===== src/rtl/dist_sched_if.sv =====
// Measurement-box and host-side signal bundle for the distance scheduler.
interface dist_sched_if;
  logic        enable;
  logic        fire_measure;
  logic        done_measure;
  logic        err_measure;
  logic [31:0] data_measure;
  logic        dist_valid;
  logic [31:0] dist_data;
  logic        dist_err;
  logic [7:0]  err_cnt;

  modport master (
    input  enable, done_measure, err_measure, data_measure,
    output fire_measure, dist_valid, dist_data, dist_err, err_cnt
  );

  modport slave (
    output enable, done_measure, err_measure, data_measure,
    input  fire_measure, dist_valid, dist_data, dist_err, err_cnt
  );
endinterface


===== src/rtl/dist_sched.sv =====
// Periodic measurement scheduler with timeout guard, 4-sample moving average
// and error-burst reporting.
module dist_sched #(
  parameter int unsigned GAP_CYC   = 2_000_000,
  parameter int unsigned TIMEOUT   = 4_000_000,
  parameter int unsigned ERR_LIMIT = 3
) (
  input  logic clk_sys,
  input  logic rst,
  dist_sched_if.master bus
);

  localparam int unsigned TO_W  = $clog2(TIMEOUT + 1);
  localparam int unsigned GAP_W = $clog2(GAP_CYC + 1);

  localparam logic [2:0] S_IDLE = 3'd0;
  localparam logic [2:0] S_FIRE = 3'd1;
  localparam logic [2:0] S_WAIT = 3'd2;
  localparam logic [2:0] S_PROC = 3'd3;
  localparam logic [2:0] S_GAP  = 3'd4;

  logic [2:0]       state;
  logic [2:0]       state_nxt;
  logic [TO_W-1:0]  to_cnt;
  logic [GAP_W-1:0] gap_cnt;
  logic             timeout;
  logic             gap_end;

  logic [31:0]      samp_data;
  logic             samp_err;
  logic [3:0][31:0] win;
  logic [33:0]      sum;
  logic [33:0]      sum_nxt;
  logic [31:0]      oldest;
  logic [2:0]       nvalid;
  logic [2:0]       nvalid_inc;
  logic [3:0]       cons_err;
  logic [3:0]       cons_inc;

  logic             fire_q;
  logic             valid_q;
  logic [31:0]      data_q;
  logic             derr_q;
  logic [7:0]       err_cnt_q;

  assign timeout = (state == S_WAIT) && (to_cnt == TO_W'(TIMEOUT - 1)) && !bus.done_measure;
  assign gap_end = (gap_cnt == GAP_W'(GAP_CYC - 1));

  // State register
  always_ff @(posedge clk_sys) begin
    if (rst) state <= S_IDLE;
    else     state <= state_nxt;
  end

  // Next-state logic
  always_comb begin
    state_nxt = state;
    case (state)
      S_IDLE: if (bus.enable) state_nxt = S_FIRE;
      S_FIRE: state_nxt = S_WAIT;
      S_WAIT: if (bus.done_measure || timeout) state_nxt = S_PROC;
      S_PROC: state_nxt = S_GAP;
      S_GAP:  if (gap_end) state_nxt = bus.enable ? S_FIRE : S_IDLE;
      default: state_nxt = S_IDLE;
    endcase
  end

  // Wait and gap counters run only in their own state
  always_ff @(posedge clk_sys) begin
    if (rst) begin
      to_cnt  <= '0;
      gap_cnt <= '0;
      fire_q  <= 1'b0;
    end else begin
      to_cnt  <= (state == S_WAIT) ? to_cnt + TO_W'(1) : '0;
      gap_cnt <= (state == S_GAP)  ? gap_cnt + GAP_W'(1) : '0;
      fire_q  <= (state_nxt == S_FIRE);
    end
  end

  // Oldest entry only leaves the sum once the window is full
  always_comb begin
    oldest     = (nvalid == 3'd4) ? win[3] : 32'd0;
    sum_nxt    = sum + 34'(samp_data) - 34'(oldest);
    nvalid_inc = (nvalid == 3'd4) ? 3'd4 : nvalid + 3'd1;
    cons_inc   = cons_err + 4'd1;
  end

  always_ff @(posedge clk_sys) begin
    if (rst) begin
      samp_data <= '0;
      samp_err  <= 1'b0;
      win       <= '0;
      sum       <= '0;
      nvalid    <= '0;
      cons_err  <= '0;
      valid_q   <= 1'b0;
      data_q    <= '0;
      derr_q    <= 1'b0;
      err_cnt_q <= '0;
    end else begin
      valid_q <= 1'b0;
      if (state == S_WAIT) begin
        if (bus.done_measure) begin
          samp_data <= bus.data_measure;
          samp_err  <= bus.err_measure;
        end else if (timeout) begin
          samp_err  <= 1'b1;
        end
      end
      if (state == S_PROC) begin
        if (!samp_err) begin
          win      <= {win[2:0], samp_data};
          sum      <= sum_nxt;
          nvalid   <= nvalid_inc;
          cons_err <= '0;
          if (nvalid_inc == 3'd4) begin
            data_q  <= sum_nxt[33:2];
            derr_q  <= 1'b0;
            valid_q <= 1'b1;
          end
        end else begin
          if (err_cnt_q != 8'hff) err_cnt_q <= err_cnt_q + 8'd1;
          // Burst of failures discards the window and reports it
          if (cons_inc == 4'(ERR_LIMIT)) begin
            nvalid   <= '0;
            sum      <= '0;
            cons_err <= '0;
            derr_q   <= 1'b1;
            valid_q  <= 1'b1;
          end else begin
            cons_err <= cons_inc;
          end
        end
      end
    end
  end

  assign bus.fire_measure = fire_q;
  assign bus.dist_valid   = valid_q;
  assign bus.dist_data    = data_q;
  assign bus.dist_err     = derr_q;
  assign bus.err_cnt      = err_cnt_q;

endmodule


===== src/flat_wrapper.sv =====
// flat-port wrapper written by rule: the top's interface ports become plain ports
module dist_sched_flat 
#(
  parameter int unsigned GAP_CYC   = 2_000_000,
  parameter int unsigned TIMEOUT   = 4_000_000,
  parameter int unsigned ERR_LIMIT = 3
)
  (clk_sys, rst, bus_enable, bus_done_measure, bus_err_measure, bus_data_measure, bus_fire_measure, bus_dist_valid, bus_dist_data, bus_dist_err, bus_err_cnt);
  dist_sched_if bus_i ();
  input  logic clk_sys;
  input  logic rst;
  input wire logic [$bits(bus_i.enable)-1:0] bus_enable;
  input wire logic [$bits(bus_i.done_measure)-1:0] bus_done_measure;
  input wire logic [$bits(bus_i.err_measure)-1:0] bus_err_measure;
  input wire logic [$bits(bus_i.data_measure)-1:0] bus_data_measure;
  output wire logic [$bits(bus_i.fire_measure)-1:0] bus_fire_measure;
  output wire logic [$bits(bus_i.dist_valid)-1:0] bus_dist_valid;
  output wire logic [$bits(bus_i.dist_data)-1:0] bus_dist_data;
  output wire logic [$bits(bus_i.dist_err)-1:0] bus_dist_err;
  output wire logic [$bits(bus_i.err_cnt)-1:0] bus_err_cnt;
  assign bus_i.enable = bus_enable;
  assign bus_i.done_measure = bus_done_measure;
  assign bus_i.err_measure = bus_err_measure;
  assign bus_i.data_measure = bus_data_measure;
  assign bus_fire_measure = bus_i.fire_measure;
  assign bus_dist_valid = bus_i.dist_valid;
  assign bus_dist_data = bus_i.dist_data;
  assign bus_dist_err = bus_i.dist_err;
  assign bus_err_cnt = bus_i.err_cnt;
  dist_sched #(.GAP_CYC(GAP_CYC), .TIMEOUT(TIMEOUT), .ERR_LIMIT(ERR_LIMIT)) u_core (.clk_sys(clk_sys), .rst(rst), .bus(bus_i));
endmodule

===== config.mk =====
export PLATFORM = sky130hd
export DESIGN_NAME = dist_sched_flat
export DESIGN_NICKNAME = d
export VERILOG_FILES = /design/src/rtl/dist_sched_if.sv /design/src/rtl/dist_sched.sv /design/src/flat_wrapper.sv
export SDC_FILE = /design/constraint.sdc
export NUM_CORES = 1
export LEC_CHECK = 0
export ABC_AREA = 0
export CORE_ASPECT_RATIO = 0.6
export CORE_UTILIZATION = 61
export DETAILED_ROUTE_END_ITERATION = 16
export PLACE_DENSITY = 0.84
export SLEW_MARGIN = 40
export SYNTH_ARGS = -nofsm -noshare
export SYNTH_HDL_FRONTEND = slang
export SYNTH_SLANG_ARGS = --single-unit

===== constraint.sdc =====
create_clock -name clk_sys -period 10.2 [get_ports clk_sys]
set_input_delay 2.55 -clock clk_sys [delete_from_list [all_inputs] [get_ports clk_sys]]
set_output_delay 2.55 -clock clk_sys [all_outputs]
set_load 0.03 [all_outputs]

Word level (Yosys, flattened, before mapping)

Cells that the tools add are included.

Flip-flop bits (word level): 291
Input bits: 37
Output and inout port bits: 43

$add $sub $neg: 7
Eq/ne operators: 12
Mux-type cells: 21
Bitwise gates (word level): 4
Reduce and logical (&&, ||, !) cells: 17

Operators by type and width:

| kind                  | number |
|---|---|
| $mux 34               | 2 |
| $add 34x32->34        | 1 |
| $sub 34x32->34        | 1 |
| $mux 32               | 1 |
| $add 22x1->22 const B | 1 |
| $eq 22x22->1 const B  | 1 |
| $add 21x1->21 const B | 1 |
| $eq 21x21->1 const B  | 1 |
| $mux 3                | 6 |
| $pmux 3 s5            | 1 |
| $eq 3x3->1 const B    | 3 |
| $mux 1                | 9 |
| $reduce_and 3->1      | 3 |
| $add 8x1->8 const B   | 1 |
| $mux 4                | 2 |
| $ne 8x8->1 const B    | 1 |
| $reduce_and 2->1      | 4 |
| $eq 3x1->1 const B    | 2 |
| $eq 3x2->1 const B    | 2 |
| $reduce_or 2->1       | 3 |
| $add 4x1->4 const B   | 1 |
| $eq 4x2->1 const B    | 1 |
| $not 1->1             | 4 |
| $reduce_bool 2->1     | 2 |
| 6 further kinds       | 7 |

Logic depth before layout (Yosys ltp)

Depth after elaboration: 7
Gate-level depth with buffers: 17
Depth with buffers taken out: 17

Least setup slack after synthesis

Ideal clock, no wire load.

Kind: register -> register
From: reg u_core.nvalid[0]
To: reg u_core.sum[28]
Library setup time: 119 ps
Arrival time: 3583 ps
Path slack: 6498 ps
Cell stages (with the launch flop): 17
Path buffers: 1
Clock period less this slack: 3702 ps
Path through: dfxtp_1 > inv_1 > ha_1 > clkbuf_1 > and3_1 > fa_1 > inv_1 > ha_1 > nor2b_4 > o2111ai_1 > a31oi_1 > o21a_2 > a31o_4 > a311o_2 > a21boi_2 > xor2_1 > o21ai_1

Cells in the longest elaborated chain, start to end: 4

RTL lines:

| item                   | line              | text |
|---|---|---|
| from (decl)            | dist_sched.sv:35  | `logic [2:0] nvalid;` |
| from (signal assigned) | dist_sched.sv:115 | `nvalid <= nvalid_inc;` |
| $eq 3x3->1             | dist_sched.sv:83  | `oldest = (nvalid == 3'd4) ? win[3] : 32'd0;` |
| $mux 32                | dist_sched.sv:83  |  |
| $sub 34x32->34         | dist_sched.sv:84  | `sum_nxt = sum + 34'(samp_data) - 34'(oldest);` |
| $mux 34                | dist_sched.sv:112 | `if (!samp_err) begin` |
| to (signal assigned)   | dist_sched.sv:114 | `sum <= sum_nxt;` |
| to (decl)              | dist_sched.sv:32  | `logic [33:0] sum;` |

Every way passes these cells.
A chain may end at the register's enable or synchronous reset.

Worst setup path in the final report

From: reg u_core.nvalid[0]
To: reg u_core.data_q[23], in the netlist u_core.bus.dist_data[23]

Cells in the longest elaborated chain, start to end: 4

RTL lines:

| item                                                   | line              | text |
|---|---|---|
| branches (longest 4 deep; another with $sub 34x32->34) | n/a               |  |
| to (signal assigned)                                   | dist_sched.sv:118 | `data_q <= sum_nxt[33:2];` |
| to (decl)                                              | dist_sched.sv:42  | `logic [31:0] data_q;` |

Parallel ways; which one is timed is not known.

==> results.txt <==
* Most used DFF post-synth: dfxtp_1
- Between clock sinks in the finished design, the worst skew comes to 0.0142 ns.
- Number of detailed-route iterations in the first pass: 7
* Final setup fails: 0
- Area of the die: 22800 um2
- Max IR drop VDD: between 0.1 and 0.15 mV
- Proportion of synthesized chip area in sequential cells: 43.0%
* Mapped Cells: around 1700
- The final hold violation count is 0.
* Layout cells sized above 1: 4.69%
- Most instantiated library cell after synthesis: nand2_1
- The repair_antennas step left the layout with diodes totalling 0.
- The Yosys step of the flow raised 0 warnings.
- Detailed placement finished with a half-perimeter wire length of around 21000 um.
- Number of H-tree levels: 1
- Fill count: 1634
- Syn nets: 1788
- Dividing the synthesized area by the synthesized cell count gives 8.06 um2.
* Maximum Capacitance Violations: 0
- Detailed-route wire length per cell: 15.5 um
* Violation count after the first detailed-routing iteration: 940
- Post-CTS Setup Inserts: 0
- Combined global-route utilization of all metal layers: a little over a quarter
- After synthesis, the share of flip-flops with an asynchronous set or reset is 0%.
- From left edge to right edge, the die measures 194 um.
- The clock passes through at most 3 buffers.
- Once the floorplan was initialized, standard cells occupied 63.3% of the core.
- Setup repair after global routing left no endpoint under its margin.
- Area contributors post-synth: dfxtp_1 43%, nand2_1 12%, a21oi_1 8.4%, fa_1 4.7%, inv_1 4.0%
- Residual antenna-violating net count after detailed routing: 0
* Achievable Freq: 233 MHz
* Fraction of the cycle the final worst path needs: 42.1%
* Number of max-slew violations in the final report: 0
- Power density cells: 190 nW/um2
* Element type at the critical path end: flop
* Worst skew pair latency: ~0.55 ns
- Path type of the worst setup path: reg -> reg
* Synth top area share: 43.0%
- Row count: 41
- Post-Syn Area: 13500 um2
* Startpoint type of the worst setup path: flop
* Core utilization of the finished layout: 71.9%
* Via count of the routed design: between 10000 and 15000
- Post-synth EDFFs: 0
- Area growth syn-to-layout: 13.6%
- Net count, final: about 1800
- Pin placement for this block handled 80 I/O pins.
* Post-CTS resize count: 0
- Worst-Margin Slew: 0.808 ns
- TritonCTS clock tree: done
- After detailed routing, the number of remaining DRC violations is 0.
* Grt ovf: 0
- The root buffer cell chosen for the clock tree is clkbuf_16.
- Clock sinks: 291
* CTS hold repair buffers: 0
- Top post-synthesis cells by count: 425 x nand2_1, 291 x dfxtp_1, 227 x a21oi_1
* Hold Path Class: reg -> reg
* Count of input and output buffers: ~80
* Floorplan Core Area: between 20000 and 25000 um2
- Number of buffers inserted during clock tree synthesis: 27
- Clk slew on worst S/H paths: 0.07 ns
- Critical path required time: between 10 and 15 ns
* Library cell with the largest summed area after synthesis: dfxtp_1
- Detailed Route WL: 31100 um
- Summed over all failing endpoints, the final setup total negative slack is 0 ns.
- The number of global-route vias before repair is 10700.
- The clock period could shrink to 4.30 ns.
- Result of the run: finished clean
- The floorplan step set the die height to 117 um.
* Leakage power total: a little under 6 nW
- Count of different cell masters after synthesis: 65
- Crit path DAT: 4.70 ns
* Yosys reg bits: 291
* Antenna violations before repair: 0
- The first global-routing pass estimated around 52000 um of wire.
- Routability-driven placement finished with a final weighted congestion of 0.940.
- Max_slew headroom: a little under half
- Via-per-instance ratio: 5.69
- In this run the worst path has a maximum fanout of 23.
* Largest net degree at the start of global routing: 124
## worst max-delay path, cell delays in order, from the launching register on
cell and delay, ns:
dfxtp_1 0.38, inv_1 0.08, ha_2 0.36, and3_1 0.27, fa_1 0.54, inv_1 0.06
ha_1 0.30, a211oi_1 0.31, o21bai_2 0.15, a21oi_1 0.28, o21ai_1 0.19, a41oi_1 0.42
o31ai_1 0.19, a211oi_1 0.30, xor2_1 0.24, o31ai_1 0.10
## kinds of logic after synthesis
| group | after synthesis | synth area share (%) |
|---|---|---|
| XOR/XNOR | 73 | 4.72 |
| AO/OA/AOI/OAI | 357 | 16.3 |
| buffers and inverters | 233 | 6.47 |
| flip-flops | 291 | 43.0 |
| adder cells (fa/ha/maj) | 73 | 8.52 |
| multiplexers | 2 | 0.148 |
| AND/OR/NAND/NOR | 649 | 20.8 |
## final timing paths
path                                       from                                     to  slack (ns)  cells after the start
setup / recovery  u_core.nvalid[0]$_SDFFE_PP0P_  u_core.bus.dist_data[23]$_SDFFE_PP0P_        5.90                     15
hold / removal      u_core.win[48]$_SDFFE_PP0P_            u_core.win[80]$_SDFFE_PP0P_        0.44                      2
hold reg to reg     u_core.win[48]$_SDFFE_PP0P_            u_core.win[80]$_SDFFE_PP0P_        0.44                      2
setup reg to reg  u_core.nvalid[0]$_SDFFE_PP0P_  u_core.bus.dist_data[23]$_SDFFE_PP0P_        5.90                     15
## routing by layer
layer  GRT usage [%]  part of all wire [%]  vias to the layer above
li1                -                     -                     5564
met2            42.4                    45                      299
met3            4.57                   5.7                       65
met1            39.0                    47                     5477
met4            7.79                   2.3                        0
met5               0                     0                        -
## placed cells by master, fill, tap and decap left out, types with 11 or more instances in the layout
cell / Yosys / final
ha_1: 41 / 40
or3_1: 11 / 11
nand2_1: 425 / 425
xor2_1: 38 / 38
clkdlybuf4s50_1: 0 / 78
a21oi_1: 227 / 226
a22o_1: 27 / 27
o21ai_0: 27 / 27
nor3_1: 15 / 15
inv_1: 144 / 144
xnor2_1: 35 / 35
nand3_1: 27 / 27
clkbuf_16: 0 / 27
nor2_1: 70 / 67
dfxtp_1: 291 / 291
and3_1: 49 / 49
fa_1: 32 / 32
a21o_1: 16 / 16
## layout make-up
class,count,area [um2],area share [%]
tap,279,349,2.27
multi-input combinational,1154,6860,44.6
timing repair buffer,91,908,5.91
clock inverter,13,145,0.944
clock buffer,34,742,4.83
sequential,291,5830,37.9
inverter,144,541,3.52
## registers in the layout (all words and copies together), names as in the netlist
| name | flops |
|---|---|
| u_core.bus.err_cnt | 8 |
| u_core.state | 3 |
| u_core.bus.dist_data | 32 |
| u_core.cons_err | 4 |
| u_core.sum | 34 |
| u_core.bus.fire_measure | 1 |
| u_core.samp_data | 32 |
| u_core.win | 128 |
| u_core.bus.dist_valid | 1 |
| u_core.to_cnt | 22 |
| u_core.gap_cnt | 21 |
| u_core.nvalid | 3 |
| u_core.bus.dist_err | 1 |
| u_core.samp_err | 1 |
## metrics by stage
stage	power, mW	hold WS [ns]	instance area [um2]	worst slack, ns	instances
after detailed placement	1.89	0.442	14500	5.32	1959
after global routing	3.03	0.466	15400	5.68	2006
final	2.92	0.441	15400	5.90	2006
after CTS	2.92	0.441	15400	5.73	2006
after floorplan	1.72	0.425	13500	6.50	1678
after global placement	1.88	0.437	14400	5.10	1958
## report_power, final
group          internal [mW]  switching [mW]
logic                  0.283           0.446
clock network          0.589           0.442
registers               1.15          0.0131
(Power assumes the default switching activity.)
